File: config.mk
export PLATFORM = sky130hd
export DESIGN_NAME = seq_shift_add_multiplier
export DESIGN_NICKNAME = d
export VERILOG_FILES = /design/src/rtl/mult_pkg.sv /design/src/rtl/customAdder51_22.sv /design/src/rtl/seq_shift_add_multiplier.sv
export SDC_FILE = /design/constraint.sdc
export NUM_CORES = 1
export LEC_CHECK = 0
export ABC_AREA = 1
export CAP_MARGIN = 30
export CORE_ASPECT_RATIO = 0.5
export CORE_MARGIN = 10
export CORE_UTILIZATION = 45
export DETAILED_ROUTE_END_ITERATION = 12
export HOLD_SLACK_MARGIN = 0.1
export PLACE_DENSITY = 0.67
export REMOVE_ABC_BUFFERS = 1
export SETUP_SLACK_MARGIN = 0.1
export SLEW_MARGIN = 20
export SYNTH_ARGS = -nofsm -noshare
export SYNTH_HDL_FRONTEND = slang
export SYNTH_HIERARCHICAL = 1
export SYNTH_SLANG_ARGS = --single-unit
File: constraint.sdc
create_clock -name clk -period 2.25 [get_ports clk]
set_input_delay 0.3375 -clock clk [delete_from_list [all_inputs] [get_ports clk]]
set_output_delay 0.3375 -clock clk [all_outputs]
set_load 0.01 [all_outputs]
File: src/rtl/mult_pkg.sv
// Shared widths and FSM encoding for the iterative shift-add multiplier.
package mult_pkg;
  localparam int M_W   = 29;
  localparam int N_W   = 22;
  localparam int P_W   = 51;
  localparam int CNT_W = 5;

  typedef enum logic [1:0] {IDLE, RUN, DONE} mult_state_t;
endpackage

File: src/rtl/customAdder51_22.sv
// Zero-extending adder: A_W-bit a plus B_W-bit b, full (A_W+1)-bit sum.
module customAdder51_22 #(
  parameter int A_W = 51,
  parameter int B_W = 29
) (
  input  logic [A_W-1:0] a,
  input  logic [B_W-1:0] b,
  output logic [A_W:0]   sum
);
  assign sum = {1'b0, a} + {{(A_W + 1 - B_W){1'b0}}, b};
endmodule

File: src/rtl/seq_shift_add_multiplier.sv
// Unsigned M_W x N_W multiplier, one multiplier bit per clock MSB first,
// with valid/ready on the operand and product sides.
module seq_shift_add_multiplier
  import mult_pkg::*;
#(
  parameter int M_W   = mult_pkg::M_W,
  parameter int N_W   = mult_pkg::N_W,
  parameter int P_W   = mult_pkg::P_W,
  parameter int CNT_W = mult_pkg::CNT_W
) (
  input  logic           clk,
  input  logic           rst,
  input  logic           in_valid,
  output logic           in_ready,
  input  logic [M_W-1:0] in_mcand,
  input  logic [N_W-1:0] in_mplier,
  output logic           out_valid,
  input  logic           out_ready,
  output logic [P_W-1:0] out_prod,
  output logic           busy
);

  if (P_W != M_W + N_W) begin : g_bad_pw
    $error("P_W must equal M_W + N_W");
  end
  if (CNT_W < $clog2(N_W)) begin : g_bad_cnt
    $error("CNT_W too narrow for N_W steps");
  end

  mult_state_t    state;
  logic [M_W-1:0] mcand;
  logic [N_W-1:0] mplier;
  logic [P_W-1:0] acc;
  logic [CNT_W-1:0] cnt;
  logic [P_W-1:0] add_a;
  logic [M_W-1:0] add_b;
  logic [P_W:0]   sum;
  logic           accept;

  assign add_a = {acc[P_W-2:0], 1'b0};
  assign add_b = mplier[N_W-1] ? mcand : '0;

  customAdder51_22 #(.A_W(P_W), .B_W(M_W)) u_add (
    .a   (add_a),
    .b   (add_b),
    .sum (sum)
  );

  // DONE can hand off straight to a new op, so in_ready looks through out_ready.
  assign in_ready = (state == IDLE) | ((state == DONE) & out_ready);
  assign accept   = in_valid & in_ready;
  assign out_prod = acc;

  always_ff @(posedge clk) begin
    if (rst) begin
      state     <= IDLE;
      acc       <= '0;
      mcand     <= '0;
      mplier    <= '0;
      cnt       <= '0;
      out_valid <= 1'b0;
      busy      <= 1'b0;
    end else begin
      case (state)
        IDLE: begin
          if (accept) begin
            mcand  <= in_mcand;
            mplier <= in_mplier;
            acc    <= '0;
            cnt    <= CNT_W'(N_W - 1);
            state  <= RUN;
            busy   <= 1'b1;
          end
        end
        RUN: begin
          acc    <= sum[P_W-1:0];
          mplier <= mplier << 1;
          cnt    <= cnt - 1'b1;
          if (cnt == '0) begin
            state     <= DONE;
            busy      <= 1'b0;
            out_valid <= 1'b1;
          end
        end
        DONE: begin
          if (out_ready) begin
            out_valid <= 1'b0;
            if (in_valid) begin
              mcand  <= in_mcand;
              mplier <= in_mplier;
              acc    <= '0;
              cnt    <= CNT_W'(N_W - 1);
              state  <= RUN;
              busy   <= 1'b1;
            end else begin
              state <= IDLE;
            end
          end
        end
        default: begin
          state     <= IDLE;
          out_valid <= 1'b0;
          busy      <= 1'b0;
        end
      endcase
    end
  end

  // acc stays below 2^P_W, so the step sum can never carry out.
  a_no_carry: assert property (@(posedge clk) disable iff (rst)
    (state == RUN) |-> !sum[P_W]);

endmodule

==> impl_metrics.prom, run 1 <==
# TYPE chip_impl_metric gauge
chip_impl_metric{name="synthesis.instances",unit=""} 1388
chip_impl_metric{name="max_clock_freq",unit="GHz"} 0.439
chip_impl_metric{name="slew_headroom",unit=""} 0.570
chip_impl_metric{name="grt_start_max_net_pins",unit=""} 88
chip_impl_metric{name="timing_max_transition_violations_final",unit=""} 0
chip_impl_metric{name="gp_congestion",unit=""} 0.966
chip_impl_metric{name="cts_buffers",unit=""} 9
chip_impl_metric{name="holdBufCountCts",unit=""} 0
chip_impl_metric{name="cp.required",unit="ps"} 2540
chip_impl_metric{name="n_antenna_cell",unit=""} 0
chip_impl_metric{name="finalCoreUtilization",unit=""} 0.686
chip_impl_info{name="category_of_the_critical_setup_timing_path",value="flop to flop"} 1
chip_impl_metric{name="pwr_density_cell",unit="nW/um^2"} 386
chip_impl_metric{name="grt_util_all_layers",unit=""} 0.231
chip_impl_metric{name="via_cell_ratio",unit=""} 5.15
chip_impl_metric{name="post-route-min-period",unit="ps"} 2280
chip_impl_metric{name="first_pass_iters",unit=""} 8
chip_impl_metric{name="total_leakage_power",unit="nW"} 6.07
chip_impl_metric{name="final-setup-viol-count",unit=""} 4
chip_impl_metric{name="count_of_buffers_inserted_at_the_top_level_ports",unit=""} 108
chip_impl_metric{name="fin_worst_hold_slack",unit="ps"} 466
chip_impl_metric{name="die_area",unit="sq um"} 24200
chip_impl_metric{name="syn_area_per_cell",unit="sq um"} 5.88
chip_impl_metric{name="yosys_warnings",unit=""} 6
chip_impl_info{name="crit_path_start_kind",value="flop"} 1
chip_impl_metric{name="routed_wire_length_per_instance",unit="um"} 16.4
chip_impl_metric{name="dr.first_iter.drc_count",unit=""} 673
chip_impl_info{name="end_kind",value="flop"} 1
chip_impl_metric{name="die_w",unit="um"} 210
chip_impl_metric{name="min_period_over_period",unit=""} 1.01
chip_impl_metric{name="clock_path_buffers",unit=""} 2
chip_impl_info{name="tritoncts",value="yes"} 1
chip_impl_metric{name="worst_skew_pair.late_latency",unit="ps"} 360
chip_impl_metric{name="layout.nets",unit=""} 1668
chip_impl_metric{name="post-route-worst-setup-slack",unit="ps"} -27.6
chip_impl_metric{name="crit_path_max_fanout",unit=""} 8
chip_impl_metric{name="area_growth",unit="%"} 47.6
chip_impl_metric{name="drc",unit=""} 0
chip_impl_metric{name="detailroute.via_count",unit=""} 9379
chip_impl_metric{name="initial_utilization",unit=""} 0.464
chip_impl_metric{name="via_count_of_the_first_global_routing_pass",unit=""} 8596
chip_impl_metric{name="synth_area",unit="sq um"} 8160
chip_impl_metric{name="clock_tree.htree_level_count",unit=""} 3
chip_impl_info{name="hold_path_class",value="flop to flop"} 1
chip_impl_metric{name="cts.sinks",unit=""} 111
chip_impl_metric{name="max-cap-violations",unit=""} 0
chip_impl_info{name="rsz0062_at_grt",value="true"} 1
chip_impl_metric{name="core_outline_area",unit="sq um"} 17600
chip_impl_metric{name="report.final.hold_viol_count",unit=""} 0
chip_impl_metric{name="final_antenna_net_count",unit=""} 0
chip_impl_metric{name="final_layout_size_suffix_gt1_frac",unit=""} 0.318
chip_impl_metric{name="clock-skew-final",unit="ps"} 11.8
chip_impl_metric{name="floorplan.io_pins",unit=""} 109
chip_impl_metric{name="worst-endpoint-arrival",unit="ps"} 2570
chip_impl_metric{name="die_h",unit="um"} 115
chip_impl_info{name="failing_checks",value="negative setup slack"} 1
chip_impl_info{name="outcome",value="finished with violations"} 1
chip_impl_metric{name="grt-ovfl-total",unit=""} 0
chip_impl_metric{name="peakVddDrop",unit="mV"} 0.371
chip_impl_metric{name="cts.reportedPaths.clkPinSlew",unit="ps"} 80
chip_impl_metric{name="grt_pass1_wl",unit="mm"} 45.4
chip_impl_metric{name="core.rowCount",unit=""} 34
chip_impl_metric{name="number_of_antenna_violations_at_the_first_check_in_global_routing",unit=""} 0
chip_impl_info{name="root_buffer",value="clkbuf_16"} 1
chip_impl_metric{name="worstMarginPinSlew",unit="ps"} 645
chip_impl_metric{name="placed_wire_length_estimate",unit="mm"} 21.4
chip_impl_metric{name="routed_wirelength",unit="mm"} 29.8
-- sequential cells by signal, indices dropped and copies added, names as in the netlist --
| register | count |
|---|---|
| mcand | 29 |
| cnt | 5 |
| mplier | 22 |
| out_valid | 1 |
| out_prod | 51 |
| busy | 1 |
| state | 2 |
-- report_power, final --
group          internal [mW]  switching (mW)
combinational          0.375           0.530
clock                  0.768           0.831
sequential              2.07          0.0766
total                   3.22            1.44
-- worst max-delay path: stages, from the launching register on --
cell	delay, ps
dfxtp_4	390
buf_12	150
nand2_4	50
inv_2	40
ha_4	320
nand2_4	80
buf_6	120
nor2_4	160
nand2_2	130
inv_2	70
nand2_2	60
nand2_4	130
nand3_4	100
nand2_2	70
nand2_1	50
nand2_1	70
nand2_1	50
a21oi_1	150
-- layer usage --
metal,share of wire,vias up,track usage
met4,0.017,0,0.0542
li1,-,4636,-
met3,0.069,30,0.0489
met1,0.46,4441,0.312
met2,0.46,272,0.370
met5,0,-,0
-- stage by stage --
| stage | power (mW) | TNS, ps | cell area (sq um) | cells | setup WS, ps |
|---|---|---|---|---|---|
| global placement | 2.95 | -1630 | 10000 | 1780 | -164 |
| floorplan | 2.59 | -11260 | 7910 | 1342 | -169 |
| global route | 4.85 | -2190 | 12000 | 1820 | -126 |
| finish | 4.65 | -52.8 | 12000 | 1820 | -27.6 |
| CTS | 4.60 | 0 | 11200 | 1806 | 61.4 |
| detailed placement | 2.96 | -1920 | 10000 | 1780 | -143 |
-- path summary, 6_finish.rpt --
check | to | startpoint | depth (start not counted) | slack, ps
setup reg to reg | out_prod[47] | mplier[21] | 17 | -30
hold / removal | mcand[20] | mcand[20] | 2 | 470
setup / recovery | out_prod[47] | mplier[21] | 17 | -30
hold reg to reg | mcand[20] | mcand[20] | 2 | 470
-- timing repair --
item | 4_1_cts | 5_1_grt
resized for setup | 158 | 231
pin swaps | 38 | 126
endpoints found under the setup margin | 41 | 43
gates cloned | 1 | 1
setup buffers | 10 | 13
-- final cells by class --
| cell class | instances | area, sq um |
|---|---|---|
| Fill cell | 1563 | 5520 |
| Timing Repair Buffer | 229 | 2120 |
| Tap cell | 234 | 293 |
| Sequential cell | 111 | 2230 |
| Inverter | 207 | 782 |
| Clock buffer | 9 | 225 |
| Multi-Input combinational cell | 1024 | 6340 |
| Clock inverter | 6 | 52.6 |
-- cell usage in the layout (no fill, tap or decap), types with 10 or more instances in the layout --
| cell | n |
|---|---|
| a21oi_1 | 70 |
| nor2_1 | 67 |
| a21oi_2 | 30 |
| ha_4 | 27 |
| nor2_4 | 34 |
| dfxtp_1 | 110 |
| inv_1 | 162 |
| nor2_2 | 16 |
| buf_6 | 14 |
| nand3_4 | 11 |
| nand3_1 | 74 |
| nand2_4 | 38 |
| o21ai_0 | 25 |
| nand4_1 | 12 |
| xor2_1 | 27 |
| nand2_2 | 132 |
| clkbuf_16 | 10 |
| nand2_1 | 416 |
| nand3_2 | 16 |
| inv_2 | 43 |
| buf_4 | 100 |
| clkdlybuf4s50_1 | 107 |
(Power assumes the default switching activity.)
==> run 2, diff against run 1 <==
- ABC_AREA: 1 -> unset
- CORE_UTILIZATION: 45 -> 42
- GPL_TIMING_DRIVEN: unset -> 1
- PLACE_DENSITY: 0.67 -> 0.65
==> run 2 against run 1 <==
Effect of this change: the flow still finishes with violations (negative setup slack); sequential power barely moved; critical path depth fell by 2; final area fell by 18%; synthesized cell count fell by 38%; count of clock-buffer cells in the layout did not move; clock skew rose by 4.9 ps; critical endpoint is now out_prod[21].
==> impl_metrics.prom, run 2 <==
# TYPE chip_impl_metric gauge
chip_impl_info{name="outcome",value="finished with violations"} 1
chip_impl_info{name="failing_checks",value="negative setup slack"} 1
chip_impl_metric{name="number_of_antenna_violations_at_the_first_check_in_global_routing",unit=""} 0
chip_impl_metric{name="power_frac_comb",unit=""} 0.197
chip_impl_metric{name="cell_area_reported_after_detailed_placement",unit="sq um"} 8700
chip_impl_metric{name="switching_share_of_power",unit=""} 0.308
chip_impl_metric{name="worst-endpoint-arrival",unit="ps"} 3340
chip_impl_metric{name="grt_pass1_wl",unit="mm"} 34.1
chip_impl_metric{name="max-cap-violations",unit=""} 0
chip_impl_info{name="capture_point_of_the_worst_reg_to_reg_path",value="out_prod[21]"} 1
chip_impl_info{name="most_frequent_cells_in_the_layout",value="120 x nand2_1, 114 x buf_4, 110 x dfxtp_1, 107 x clkdlybuf4s50_1, 87 x a21oi_1"} 1
chip_impl_metric{name="syn_area_per_cell",unit="sq um"} 7.90
chip_impl_metric{name="finalCoreUtilization",unit=""} 0.638
chip_impl_metric{name="crit_path_max_fanout",unit=""} 8
chip_impl_metric{name="numPlacedInstances",unit=""} 1203
chip_impl_info{name="category_of_the_critical_setup_timing_path",value="flop to flop"} 1
chip_impl_metric{name="net-switching-power",unit="mW"} 1.47
chip_impl_metric{name="n_antenna_cell",unit=""} 0
chip_impl_metric{name="post-route-cell-area",unit="sq um"} 9940
chip_impl_metric{name="via_cell_ratio",unit=""} 5.66
chip_impl_metric{name="drc",unit=""} 0
chip_impl_metric{name="routed_wire_length_per_instance",unit="um"} 17.8
chip_impl_metric{name="post-route-worst-setup-slack",unit="ps"} -806
chip_impl_metric{name="slew_headroom",unit=""} 0.556
chip_impl_metric{name="post-route-min-period",unit="ps"} 3060
chip_impl_info{name="root_buffer",value="clkbuf_16"} 1
chip_impl_metric{name="count_of_buffers_inserted_at_the_top_level_ports",unit=""} 108
chip_impl_info{name="mostFrequentLayoutCell",value="nand2_1"} 1
chip_impl_info{name="tritoncts",value="yes"} 1
chip_impl_metric{name="final_cells",unit=""} 1241
chip_impl_metric{name="cell_internal_pwr",unit="mW"} 3.31
chip_impl_metric{name="detailroute.via_count",unit=""} 7019
chip_impl_info{name="end_kind",value="flop"} 1
chip_impl_metric{name="area_growth",unit="%"} 47.1
chip_impl_metric{name="clock_path_buffers",unit=""} 2
chip_impl_info{name="rsz0062_at_grt",value="true"} 1
chip_impl_metric{name="dr.first_iter.drc_count",unit=""} 414
chip_impl_metric{name="grt_start_max_net_pins",unit=""} 86
chip_impl_metric{name="final-setup-viol-count",unit=""} 42
chip_impl_metric{name="core_outline_area",unit="sq um"} 15600
chip_impl_metric{name="synthesis.instances",unit=""} 855
chip_impl_metric{name="die_w",unit="um"} 199
chip_impl_metric{name="design_power_total",unit="mW"} 4.78
chip_impl_metric{name="clock-skew-final",unit="ps"} 16.6
chip_impl_metric{name="worst_skew_pair.late_latency",unit="ps"} 360
chip_impl_metric{name="peakVddDrop",unit="mV"} 0.362
chip_impl_metric{name="pwr-share-clk",unit=""} 0.350
chip_impl_metric{name="reg2reg_depth",unit=""} 15
chip_impl_metric{name="cts.reportedPaths.clkPinSlew",unit="ps"} 80
chip_impl_metric{name="largest_register_ffs",unit=""} 51
chip_impl_metric{name="post-place-ws",unit="ps"} -958
chip_impl_info{name="cp-startpoint",value="mplier[21]"} 1
chip_impl_metric{name="grt-ovfl-total",unit=""} 0
chip_impl_metric{name="placed_wire_length_estimate",unit="mm"} 13.9
chip_impl_metric{name="routed_wirelength",unit="mm"} 22.1
chip_impl_metric{name="die_h",unit="um"} 110
chip_impl_metric{name="clock_tree.htree_level_count",unit=""} 3
chip_impl_metric{name="die_area",unit="sq um"} 21900
chip_impl_metric{name="pwr_density_cell",unit="nW/um^2"} 481
chip_impl_metric{name="yosys_warnings",unit=""} 6
chip_impl_metric{name="total_leakage_power",unit="nW"} 3.97
chip_impl_metric{name="final_layout_size_suffix_gt1_frac",unit=""} 0.257
chip_impl_metric{name="first_pass_iters",unit=""} 5
chip_impl_metric{name="min_period_over_period",unit=""} 1.36
chip_impl_metric{name="floorplan.io_pins",unit=""} 109
chip_impl_metric{name="cts.sinks",unit=""} 111
chip_impl_metric{name="max_clock_freq",unit="GHz"} 0.327
chip_impl_metric{name="gp_congestion",unit=""} 0.903
chip_impl_metric{name="synth_area",unit="sq um"} 6760
chip_impl_metric{name="holdBufCountCts",unit=""} 0
chip_impl_info{name="cp-endpoint",value="out_prod[21]"} 1
chip_impl_metric{name="layout.nets",unit=""} 1118
chip_impl_metric{name="share_seq_of_total_power",unit=""} 0.453
chip_impl_metric{name="final_antenna_net_count",unit=""} 0
chip_impl_info{name="crit_path_start_kind",value="flop"} 1
chip_impl_metric{name="cts_buffers",unit=""} 9
chip_impl_metric{name="worstMarginPinSlew",unit="ps"} 667
chip_impl_metric{name="r2r_slack",unit="ps"} -810
chip_impl_metric{name="grt_util_all_layers",unit=""} 0.186
chip_impl_metric{name="report.final.hold_viol_count",unit=""} 0
chip_impl_metric{name="via_count_of_the_first_global_routing_pass",unit=""} 6728
chip_impl_metric{name="core.rowCount",unit=""} 32
chip_impl_info{name="hold_path_class",value="flop to flop"} 1
chip_impl_info{name="crit-reg2reg-launch",value="mplier[21]"} 1
chip_impl_metric{name="timing_max_transition_violations_final",unit=""} 0
chip_impl_metric{name="initial_utilization",unit=""} 0.434
chip_impl_metric{name="cp.required",unit="ps"} 2540
run 2: cell count changes in the layout (fill, tap and decap cells not counted), moves of 22 or more:
cell / before / now
nor2_4: 34 / 0
nor2_1: 67 / 13
nand2_1: 416 / 120
nand2_2: 132 / 2
a211oi_1: 0 / 22
inv_2: 43 / 0
o211ai_1: 1 / 55
and2_1: 0 / 23
nand3_1: 74 / 37
inv_1: 162 / 13
nand2_4: 38 / 0
run 2: final cells by class:
type | count | area, sq um
Sequential cell | 111 | 2230
Timing Repair Buffer | 244 | 2310
Clock buffer | 9 | 225
Multi-Input combinational cell | 653 | 4790
Fill cell | 1306 | 5640
Tap cell | 204 | 255
Inverter | 13 | 48.8
Clock inverter | 7 | 83.8
run 2: per-stage QoR:
step,TNS [ps],hold WS (ps)
after detailed placement,-31850,467
after CTS,-22080,479
after floorplan,-53380,407
final,-24090,480
after global placement,-28340,461
after global routing,-28920,493
run 2: how the worst min path moves through the flow:
| stage | from | cells after the start | to | slack, ps |
|---|---|---|---|---|
| after floorplan | rst | 1 | cnt[1] | 410 |
| after global placement | mcand[28] | 2 | mcand[28] | 460 |
| after detailed placement | mcand[26] | 2 | mcand[26] | 470 |
| after CTS | mcand[21] | 2 | mcand[21] | 480 |
| after global routing | mcand[21] | 2 | mcand[21] | 490 |
| final | mcand[23] | 2 | mcand[23] | 480 |
run 2: critical path: stages, from the launching register on:
cell,delay (ps)
dfxtp_4,420
buf_6,150
and2_4,150
ha_4,200
and2_4,160
and4_1,200
a221o_1,430
buf_4,170
buf_6,110
a41oi_4,200
and2_1,170
a211o_1,170
buf_4,130
xnor2_1,100
nand2_1,90
a21oi_2,130
run 2: repair_timing:
| action | 4_1_cts | 5_1_grt |
|---|---|---|
| resized for setup | 71 | 70 |
| endpoints found under the setup margin | 45 | 46 |
| cloned | 2 | 1 |
| setup buffers | 10 | 11 |
| pin swaps | 24 | 41 |
run 2: routing by layer:
metal / part of all wire / wire length (um) / GRT usage / vias to the layer above
met1: 0.46 / 10300 / 0.252 / 3366
met3: 0.049 / 1090 / 0.0329 / 27
li1: - / - / - / 3438
met2: 0.47 / 10400 / 0.306 / 188
met4: 0.014 / 302 / 0.0397 / 0
met5: 0 / 0 / 0 / -
run 2: power by group through the flow:
stage               registers [mW]  logic (mW)  clock network [mW]
CTS                           2.16       0.912                1.70
detailed placement            2.20       0.867                   0
finish                        2.17       0.940                1.67
global placement              2.20       0.852                   0
floorplan                     2.19       0.435                   0
global route                  2.18        1.03                1.78
==> run 3, diff against run 2 <==
- SKIP_LAST_GASP: unset -> 1
==> run 3 against run 2 <==
Effect of this change: the flow still finishes with violations (negative setup slack); final cell count rose by 0.56%; critical path depth fell by 1; hold slack barely moved; first-iteration DRC count fell by 0.24%; sequential share of layout area fell by 0.12 points; sequential power barely moved; global-route usage fell by 0.16 points; power barely moved; count of clock-buffer cells in the layout did not move; final area rose by 0.55%; largest power group unchanged.
==> impl_metrics.prom, run 3 (synthesized netlist as in run 2, its figures left out) <==
# TYPE chip_impl_metric gauge
chip_impl_metric{name="dr.first_iter.drc_count",unit=""} 413
chip_impl_metric{name="via_cell_ratio",unit=""} 5.69
chip_impl_metric{name="grt_start_max_net_pins",unit=""} 86
chip_impl_metric{name="final-setup-viol-count",unit=""} 42
chip_impl_metric{name="routed_wirelength",unit="mm"} 22.0
chip_impl_metric{name="r2r_slack",unit="ps"} -780
chip_impl_metric{name="detailroute.via_count",unit=""} 7097
chip_impl_metric{name="max-cap-violations",unit=""} 0
chip_impl_metric{name="peakVddDrop",unit="mV"} 0.370
chip_impl_metric{name="number_of_antenna_violations_at_the_first_check_in_global_routing",unit=""} 0
chip_impl_metric{name="worstMarginPinSlew",unit="ps"} 646
chip_impl_metric{name="post-route-cell-area",unit="sq um"} 9990
chip_impl_metric{name="crit_path_max_fanout",unit=""} 8
chip_impl_metric{name="grt-ovfl-total",unit=""} 0
chip_impl_metric{name="total_leakage_power",unit="nW"} 4.01
chip_impl_metric{name="routed_wire_length_per_instance",unit="um"} 17.6
chip_impl_metric{name="cp.required",unit="ps"} 2550
chip_impl_metric{name="grt_pass1_wl",unit="mm"} 33.8
chip_impl_info{name="category_of_the_critical_setup_timing_path",value="flop to flop"} 1
chip_impl_metric{name="clock_tree.htree_level_count",unit=""} 3
chip_impl_metric{name="count_of_buffers_inserted_at_the_top_level_ports",unit=""} 108
chip_impl_info{name="root_buffer",value="clkbuf_16"} 1
chip_impl_metric{name="cts.sinks",unit=""} 111
chip_impl_metric{name="floorplan.io_pins",unit=""} 109
chip_impl_metric{name="core.rowCount",unit=""} 32
chip_impl_metric{name="final_layout_size_suffix_gt1_frac",unit=""} 0.263
chip_impl_info{name="outcome",value="finished with violations"} 1
chip_impl_metric{name="final_antenna_net_count",unit=""} 0
chip_impl_info{name="failing_checks",value="negative setup slack"} 1
chip_impl_metric{name="timing_max_transition_violations_final",unit=""} 0
chip_impl_metric{name="final_cells",unit=""} 1248
chip_impl_metric{name="cts_buffers",unit=""} 9
chip_impl_metric{name="reg2reg_depth",unit=""} 14
chip_impl_info{name="min_delay_worst_endpoint",value="mcand[23]"} 1
chip_impl_metric{name="report.final.hold_viol_count",unit=""} 0
chip_impl_info{name="capture_point_of_the_worst_reg_to_reg_path",value="out_prod[29]"} 1
chip_impl_metric{name="core_outline_area",unit="sq um"} 15600
chip_impl_metric{name="drc",unit=""} 0
chip_impl_info{name="hold_path_class",value="flop to flop"} 1
chip_impl_metric{name="layout.nets",unit=""} 1125
chip_impl_info{name="min-delay-start",value="mcand[23]"} 1
chip_impl_metric{name="worst_hold_path.num_cells",unit=""} 2
chip_impl_metric{name="die_h",unit="um"} 110
chip_impl_info{name="end_kind",value="flop"} 1
chip_impl_metric{name="post-route-min-period",unit="ps"} 3030
chip_impl_metric{name="pwr_density_cell",unit="nW/um^2"} 478
chip_impl_metric{name="post-place-ws",unit="ps"} -958
chip_impl_metric{name="via_count_of_the_first_global_routing_pass",unit=""} 6687
chip_impl_metric{name="slew_headroom",unit=""} 0.570
chip_impl_metric{name="cts.reportedPaths.clkPinSlew",unit="ps"} 90
chip_impl_metric{name="clock-skew-final",unit="ps"} 15.9
chip_impl_metric{name="gp_congestion",unit=""} 0.903
chip_impl_metric{name="die_area",unit="sq um"} 21900
chip_impl_metric{name="grt_util_all_layers",unit=""} 0.185
chip_impl_metric{name="largest_register_ffs",unit=""} 51
chip_impl_metric{name="holdBufCountCts",unit=""} 0
chip_impl_metric{name="post-route-worst-setup-slack",unit="ps"} -776
chip_impl_metric{name="cell_area_reported_after_detailed_placement",unit="sq um"} 8700
chip_impl_metric{name="worst_skew_pair.late_latency",unit="ps"} 360
chip_impl_metric{name="min_period_over_period",unit=""} 1.34
chip_impl_metric{name="max_clock_freq",unit="GHz"} 0.330
chip_impl_metric{name="clock_path_buffers",unit=""} 2
chip_impl_metric{name="worst-endpoint-arrival",unit="ps"} 3330
chip_impl_info{name="most_frequent_cells_in_the_layout",value="122 x buf_4, 120 x nand2_1, 110 x dfxtp_1, 107 x clkdlybuf4s50_1, 88 x a21oi_1"} 1
chip_impl_info{name="crit-reg2reg-launch",value="mplier[21]"} 1
chip_impl_metric{name="numPlacedInstances",unit=""} 1203
chip_impl_metric{name="initial_utilization",unit=""} 0.434
chip_impl_info{name="crit_path_start_kind",value="flop"} 1
chip_impl_info{name="mostFrequentLayoutCell",value="buf_4"} 1
chip_impl_info{name="rsz0062_at_grt",value="true"} 1
chip_impl_metric{name="die_w",unit="um"} 199
chip_impl_metric{name="first_pass_iters",unit=""} 5
chip_impl_metric{name="placed_wire_length_estimate",unit="mm"} 13.9
chip_impl_info{name="tritoncts",value="yes"} 1
chip_impl_metric{name="final_total_negative_setup_slack",unit="ps"} -24870
chip_impl_metric{name="n_antenna_cell",unit=""} 0
chip_impl_metric{name="area_growth",unit="%"} 47.9
run 3: cell count changes in the layout (fill, tap and decap cells not counted), moves of 2 or more:
cell / before / now
buf_4: 114 / 122
o21ai_1: 3 / 5
and2_4: 10 / 15
and2_1: 23 / 18
o21ai_2: 5 / 3
run 3: where the power goes:
part / internal (mW) / switching [mW] / leakage (nW)
sequential: 2.08 / 0.0852 / 0.907
clock: 0.803 / 0.869 / 0.151
combinational: 0.424 / 0.516 / 2.95
total: 3.31 / 1.47 / 4.01
run 3: layer usage:
metal  global-route usage  wire length [um]  vias to the layer above
met5                    0                 0                        -
met4               0.0370               180                        0
met3               0.0329               974                       17
met2                0.302             10500                      153
met1                0.251             10300                     3463
li1                     -                 -                     3464
run 3: how the worst max path moves through the flow:
stage | startpoint | end | slack (ps) | cells after the start
3_3_place_gp | mplier[21] | out_prod[20] | -840 | 14
3_5_place_dp | mplier[21] | out_prod[50] | -960 | 14
6_report | mplier[21] | out_prod[29] | -780 | 14
4_1_cts | mplier[21] | out_prod[33] | -740 | 14
2_1_floorplan | mplier[21] | out_prod[33] | -960 | 12
5_1_grt | mplier[21] | out_prod[35] | -900 | 14
run 3: timing repair:
item	CTS	global route
setup endpoints to repair	45	46
pin swaps	23	49
buffers inserted	10	19
gates cloned	2	1
resized for setup	54	90
run 3: area by class of cell:
cell class | instances | area, sq um
multi-input cells | 653 | 4790
repair buffers | 251 | 2360
clock buffers | 9 | 225
fillers | 1297 | 5580
flip-flops and latches | 111 | 2230
well taps | 204 | 255
clock inverters | 7 | 83.8
inverters | 13 | 48.8
run 3: metrics by stage:
stage | power [mW] | hold WS (ps) | utilization
floorplan | 2.62 | 407 | -
global placement | 3.05 | 461 | 0.559
detailed placement | 3.07 | 467 | 0.559
CTS | 4.77 | 479 | 0.607
global route | 4.98 | 500 | 0.642
finish | 4.78 | 480 | 0.642
run 3: worst max-delay path, cell delays in order (launching register included):
cell	delay (ps)
dfxtp_4	400
buf_6	150
and2_4	150
ha_4	150
a21o_1	190
a31oi_4	180
nor2_1	60
or4b_4	520
a221o_1	350
a21oi_4	210
clkbuf_16	190
buf_4	120
xnor2_2	100
nand2_1	80
a21oi_2	130
